[config.mk]
export PLATFORM = sky130hd
export DESIGN_NAME = digit_overlay_mixer
export DESIGN_NICKNAME = d
export VERILOG_FILES = /design/src/rtl/digit_overlay_mixer.sv
export SDC_FILE = /design/constraint.sdc
export NUM_CORES = 1
export LEC_CHECK = 0
export ABC_AREA = 1
export CORE_MARGIN = 8
export CORE_UTILIZATION = 45
export DETAILED_ROUTE_END_ITERATION = 10
export DONT_BUFFER_PORTS = 1
export PLACE_DENSITY = 0.57
export SYNTH_ARGS = -nofsm -noshare
export SYNTH_HDL_FRONTEND = slang
export SYNTH_SLANG_ARGS = --single-unit
export TNS_END_PERCENT = 1
[constraint.sdc]
create_clock -name clk -period 1.9 [get_ports clk]
set_input_delay 0.475 -clock clk [delete_from_list [all_inputs] [get_ports clk]]
set_output_delay 0.475 -clock clk [all_outputs]
set_load 0.02 [all_outputs]
[src/rtl/digit_overlay_mixer.sv]
// Composites up to eight BCD glyph channels over a background pixel stream.
// Fixed 3-clock pipeline: hit/address select, glyph ROM read, colour mux.
module digit_overlay_mixer #(
    parameter int                        NUM_DIGITS   = 4,
    parameter logic [9*NUM_DIGITS-1:0]   X_POS_LIST   = {9'd290, 9'd280, 9'd80, 9'd70},
    parameter int                        Y_POS        = 3,
    parameter int                        DIGIT_W      = 10,
    parameter int                        DIGIT_H      = 12,
    parameter int                        COLOR_W      = 3,
    parameter logic [COLOR_W-1:0]        KEY_COLOR    = '0,
    parameter logic [NUM_DIGITS-1:0]     LEAD_MASK    = 4'b0101,
    parameter int                        BLINK_FRAMES = 30
) (
    input  logic                      clk,
    input  logic                      rst,
    input  logic [8:0]                xvga,
    input  logic [7:0]                yvga,
    input  logic [4*NUM_DIGITS-1:0]   digits,
    input  logic                      overlay_en,
    input  logic [NUM_DIGITS-1:0]     blink_mask,
    input  logic                      suppress_lz,
    input  logic [COLOR_W-1:0]        bg_color,
    output logic [11:0]               glyph_addr,
    input  logic [COLOR_W-1:0]        glyph_pixel,
    output logic [COLOR_W-1:0]        color
);

    localparam int              FC_W     = (BLINK_FRAMES > 1) ? $clog2(BLINK_FRAMES) : 1;
    localparam logic [FC_W-1:0] FC_LAST  = FC_W'(BLINK_FRAMES - 1);
    localparam logic [8:0]      Y_LO     = 9'(Y_POS);
    localparam logic [8:0]      Y_HI     = 9'(Y_POS + DIGIT_H);
    localparam logic [3:0]      ROW_BASE = 4'(Y_POS);

    // Stage-0 per-channel decode
    logic [NUM_DIGITS-1:0] ch_hit;
    logic [3:0]            ch_col [NUM_DIGITS];
    logic                  in_y;
    logic                  blink_phase_q;

    assign in_y = ({1'b0, yvga} >= Y_LO) && ({1'b0, yvga} < Y_HI);

    for (genvar g = 0; g < NUM_DIGITS; g++) begin : g_ch
        localparam logic [9:0] X_LO = {1'b0, X_POS_LIST[9*g +: 9]};
        localparam logic [9:0] X_HI = X_LO + 10'(DIGIT_W);

        logic [3:0] digit;
        logic       in_x;
        logic       visible;

        assign digit   = digits[4*g +: 4];
        assign in_x    = ({1'b0, xvga} >= X_LO) && ({1'b0, xvga} < X_HI);
        assign visible = (digit <= 4'd9)
                      && !(blink_mask[g] && blink_phase_q)
                      && !(suppress_lz && LEAD_MASK[g] && (digit == 4'd0));
        assign ch_hit[g] = overlay_en && in_x && in_y && visible;
        // Column offset only needs the low nibble of the difference.
        assign ch_col[g] = xvga[3:0] - X_LO[3:0];
    end

    // Lowest-index channel wins: scan high to low so the last write is the winner.
    logic       win_hit;
    logic [3:0] win_digit;
    logic [3:0] win_col;

    always_comb begin
        win_hit   = 1'b0;
        win_digit = 4'd0;
        win_col   = 4'd0;
        for (int i = NUM_DIGITS - 1; i >= 0; i--) begin
            if (ch_hit[i]) begin
                win_hit   = 1'b1;
                win_digit = digits[4*i +: 4];
                win_col   = ch_col[i];
            end
        end
    end

    // Frame tick and blink phase
    logic            prev_origin_q, prev_origin_d;
    logic [FC_W-1:0] frame_cnt_q, frame_cnt_d;
    logic            blink_phase_d;
    logic            origin;
    logic            frame_tick;

    assign origin     = (xvga == 9'd0) && (yvga == 8'd0);
    assign frame_tick = origin && !prev_origin_q;

    always_comb begin
        prev_origin_d = origin;
        frame_cnt_d   = frame_cnt_q;
        blink_phase_d = blink_phase_q;
        if (frame_tick) begin
            if (frame_cnt_q == FC_LAST) begin
                frame_cnt_d   = '0;
                blink_phase_d = ~blink_phase_q;
            end else begin
                frame_cnt_d = frame_cnt_q + 1'b1;
            end
        end
    end

    // Pixel pipeline
    logic               hit_q, hit_d;
    logic               hit_qq, hit_dd;
    logic [11:0]        glyph_addr_q, glyph_addr_d;
    logic [COLOR_W-1:0] bg_q, bg_d;
    logic [COLOR_W-1:0] color_q, color_d;

    always_comb begin
        hit_d        = win_hit;
        glyph_addr_d = glyph_addr_q;
        if (win_hit) begin
            glyph_addr_d = {win_digit, yvga[3:0] - ROW_BASE, win_col};
        end
        hit_dd  = hit_q;
        bg_d    = bg_color;
        // Glyph ROM data lines up with hit_qq/bg_q in this window.
        color_d = (hit_qq && (glyph_pixel != KEY_COLOR)) ? glyph_pixel : bg_q;
    end

    always_ff @(posedge clk or posedge rst) begin
        if (rst) begin
            prev_origin_q <= 1'b0;
            frame_cnt_q   <= '0;
            blink_phase_q <= 1'b0;
            hit_q         <= 1'b0;
            hit_qq        <= 1'b0;
            glyph_addr_q  <= 12'd0;
            bg_q          <= '0;
            color_q       <= '0;
        end else begin
            prev_origin_q <= prev_origin_d;
            frame_cnt_q   <= frame_cnt_d;
            blink_phase_q <= blink_phase_d;
            hit_q         <= hit_d;
            hit_qq        <= hit_dd;
            glyph_addr_q  <= glyph_addr_d;
            bg_q          <= bg_d;
            color_q       <= color_d;
        end
    end

    assign glyph_addr = glyph_addr_q;
    assign color      = color_q;

endmodule

==> impl_metrics.csv <==
group,metric,value,unit
floorplan,die_area,6650,sq um
logic_synthesis,yosysUniqueCellTypes,33,
floorplan,start_util,45.6,%
worst_setup_path,critPathRequiredTime,2.06,ns
sta,fin_crit_sh,84.6,%
drt,post_drt_wl_per_cell,14.0,microns
global_routing,grt_antenna_before_repair,0,
place,hpwlAfterDp,3.88,mm
min_path,hold_path.class,"input pin to asynchronous set/reset pin",
drt,drt_iter0_drc,35,
worst_setup_path,rrSetupSlack,0.34,ns
logic_synthesis,netlist_instances,261,
sta,final.min_clock_period,1.61,ns
global_routing,grt_pass1_vias,1693,
worst_setup_path,worstPathCellList,"ha_1 > nor2_1 > nand2_2 > nand2_2 > nor2_4 > nand3_4 > nand3_4 > nor2_8 > nand2_1 > o21ai_0 > inv_1",
sta,fmax,622,MHz
global_routing,grt_pass1_wl,7.57,mm
layout,finish.utilization,49.4,%
layout,drive_gt1_share,16.9,%
worst_setup_path,criticalPathCategory,"input pin to flop",
logic_synthesis,synth_area,1930,sq um
sta,rsz0062_at_grt,"no",
global_routing,groute.usage.overall,14.1,%
clock_network,clockBufferDepth,2,
layout,final_nets,328,
job,max_cap_violations,0,
layout,layout_commonest_cell,"nand2_1",
layout,fin_cells,324,
drt,viasPerCell,5.05,
clock_network,cts_tree,"built",
power,p_per_area,528,nW/um^2
floorplan,core-area,4230,sq um
drt,postRouteAntennaNets,0,
place,post-place-ws,-0.00488,ns
clock_network,cts_buffers,3,
clock_network,cts.htree.levels,1,
layout,antennaDiodeCount,0,
place,io_buffers,0,
layout,syn2layout_area_growth,8.23,%
sta,setup_viol,0,
clock_network,cts.repair.resized,0,
worst_setup_path,r2r_start,"blink_phase_q$_DFFE_PP0P_",
drt,drc,0,
clock_network,clkTransAtPathRegs,0.09,ns
drt,vias,1637,
drt,routed_wl,4.54,mm
power,p_leak,1.08,nW
power,ir_drop,0.000231,V
worst_setup_path,crit_arrival,1.77,ns
worst_setup_path,crit_fanout,15,
layout,layout_common_cells,"nand2_1, inv_1, nand3_1, dfrtp_1, nor2_1",
global_routing,overflow,0,
logic_synthesis,ys_seq_elements,27,
outcome,outcome,"completed",
clock_network,cts_setup_buffers,0,
sta,worst_slack,0.292,ns
place,place_congestion,0.814,
worst_setup_path,crit_family,"simple AND/OR/NAND/NOR gates",
worst_setup_path,slowest_delay,0.23,ns
sta,skew,0.00176,ns
sta,worstMarginPinSlew,0.360,ns
floorplan,die_h,81.5,microns
clock_network,holdBufCountCts,0,
sta,hold_viol_final,0,
place,placed_cells,320,
worst_setup_path,start_kind,"input pin",
floorplan,rows,24,
worst_setup_path,end_kind,"flop",
clock_network,clk_latency,0.27,ns
clock_network,clock-sinks,27,
floorplan,io_pins,62,
worst_setup_path,crit_start,"yvga[0]",
global_routing,grt_start_max_net_pins,21,
worst_setup_path,slowest_stage,"nor2_8",
logic_synthesis,synth_nets,316,
sta,holdWs,0.0312,ns
sta,max_slew_margin,75.8,%
logic_synthesis,yosysSeqAreaShare,35.0,%
floorplan,die_w,81.5,microns
logic_synthesis,syn_area_per_cell,7.40,sq um
drt,drtPass1Iterations,5,
logic_synthesis,yosys_warnings,0,
worst_setup_path,path_buf_inv,1,
sta,slew_violations,0,
clock_network,root_buffer,"clkbuf_8",
## power breakdown
part | switching (mW) | internal (mW) | leakage, nW
clock network | 0.175 | 0.148 | 0.0217
registers | 0.0472 | 0.601 | 0.351
logic | 0.0827 | 0.0491 | 0.708
total | 0.305 | 0.798 | 1.08
## final cells by class
class | instances | area, sq um
tap | 52 | 65.1
timing repair buffer | 9 | 67.6
sequential | 27 | 676
fill | 422 | 2140
clock buffer | 3 | 41.3
inverter | 45 | 174
multi-input combinational | 187 | 1060
clock inverter | 1 | 7.51
## worst paths after layout
| check | endpoint | cells past startpoint |
|---|---|---|
| hold / removal | frame_cnt_q[0]$_DFFE_PP0P_ | 1 |
| setup / recovery | glyph_addr[7]$_DFFE_PP0P_ | 11 |
| max in group asynchronous | glyph_addr[0]$_DFFE_PP0P_ | 2 |
| setup reg to reg | glyph_addr[10]$_DFFE_PP0P_ | 11 |
| hold reg to reg | hit_qq$_DFF_PP0_ | 0 |
| min in group clk | bg_q[2]$_DFF_PP0_ | 0 |
## kinds of logic after synthesis
kind of cell / Yosys count / synth area share [%]
xor gates and xnor gates: 6 / 2.72
buffers and inverters: 47 / 10.2
adders and majority gates: 8 / 5.18
AOI/OAI and AO/OA: 24 / 7.32
DFF: 27 / 35.0
and+or+nand+nor: 149 / 39.6
## synthesized netlist by cell type
| cell type | number | area (sq um) |
|---|---|---|
| nand3_4 | 2 | 35.0 |
| o21ai_0 | 10 | 50.1 |
| nand3_1 | 27 | 135 |
| a21oi_1 | 1 | 5.00 |
| or2_2 | 2 | 12.5 |
| nor3_1 | 1 | 5.00 |
| o211ai_1 | 1 | 7.51 |
| inv_1 | 40 | 150 |
| inv_2 | 4 | 15.0 |
| clkinv_4 | 1 | 8.76 |
| nand3b_1 | 1 | 7.51 |
| nor2_2 | 7 | 43.8 |
| ha_1 | 8 | 100 |
| nand4_1 | 8 | 50.1 |
| or2_1 | 1 | 6.26 |
| nand4_2 | 1 | 12.5 |
| nand3_2 | 5 | 50.1 |
| nand2_4 | 1 | 11.3 |
| nor2_8 | 1 | 20.0 |
| xnor2_1 | 2 | 17.5 |
| o21ai_1 | 6 | 30.0 |
| o31ai_1 | 1 | 7.51 |
| xor2_1 | 4 | 35.0 |
| dfrtp_1 | 27 | 676 |
| nor4_1 | 3 | 18.8 |
| o21ai_2 | 4 | 35.0 |
| o22ai_1 | 1 | 6.26 |
| nand2_2 | 3 | 18.8 |
| nand2_1 | 63 | 236 |
| nor2_1 | 21 | 78.8 |
| nor2_4 | 1 | 11.3 |
| buf_6 | 2 | 22.5 |
| nor4_2 | 1 | 12.5 |
## registers in the layout (all words and copies together) (netlist names)
register / flops
glyph_addr: 12
blink_phase_q: 1
bg_q: 3
hit_qq: 1
frame_cnt_q: 5
prev_origin_q: 1
hit_dd: 1
color: 3
## metal layers
| metal | wire length (microns) | track usage [%] | up-vias |
|---|---|---|---|
| met5 | 0 | 0 | - |
| met1 | 1970 | 17.2 | 729 |
| met4 | 34 | 2.68 | 0 |
| met2 | 2140 | 24.1 | 50 |
| li1 | - | - | 856 |
| met3 | 396 | 4.27 | 2 |
## metrics by stage
stage | instance area, sq um | total power, mW | TNS [ns]
final | 2090 | 1.10 | 0
after global routing | 2090 | 1.17 | 0
after CTS | 2090 | 1.12 | 0
after detailed placement | 2040 | 0.795 | -0.00488
after global placement | 2040 | 0.793 | 0
after floorplan | 1930 | 0.759 | 0
Note: power is estimated with default switching activity, not from simulation.
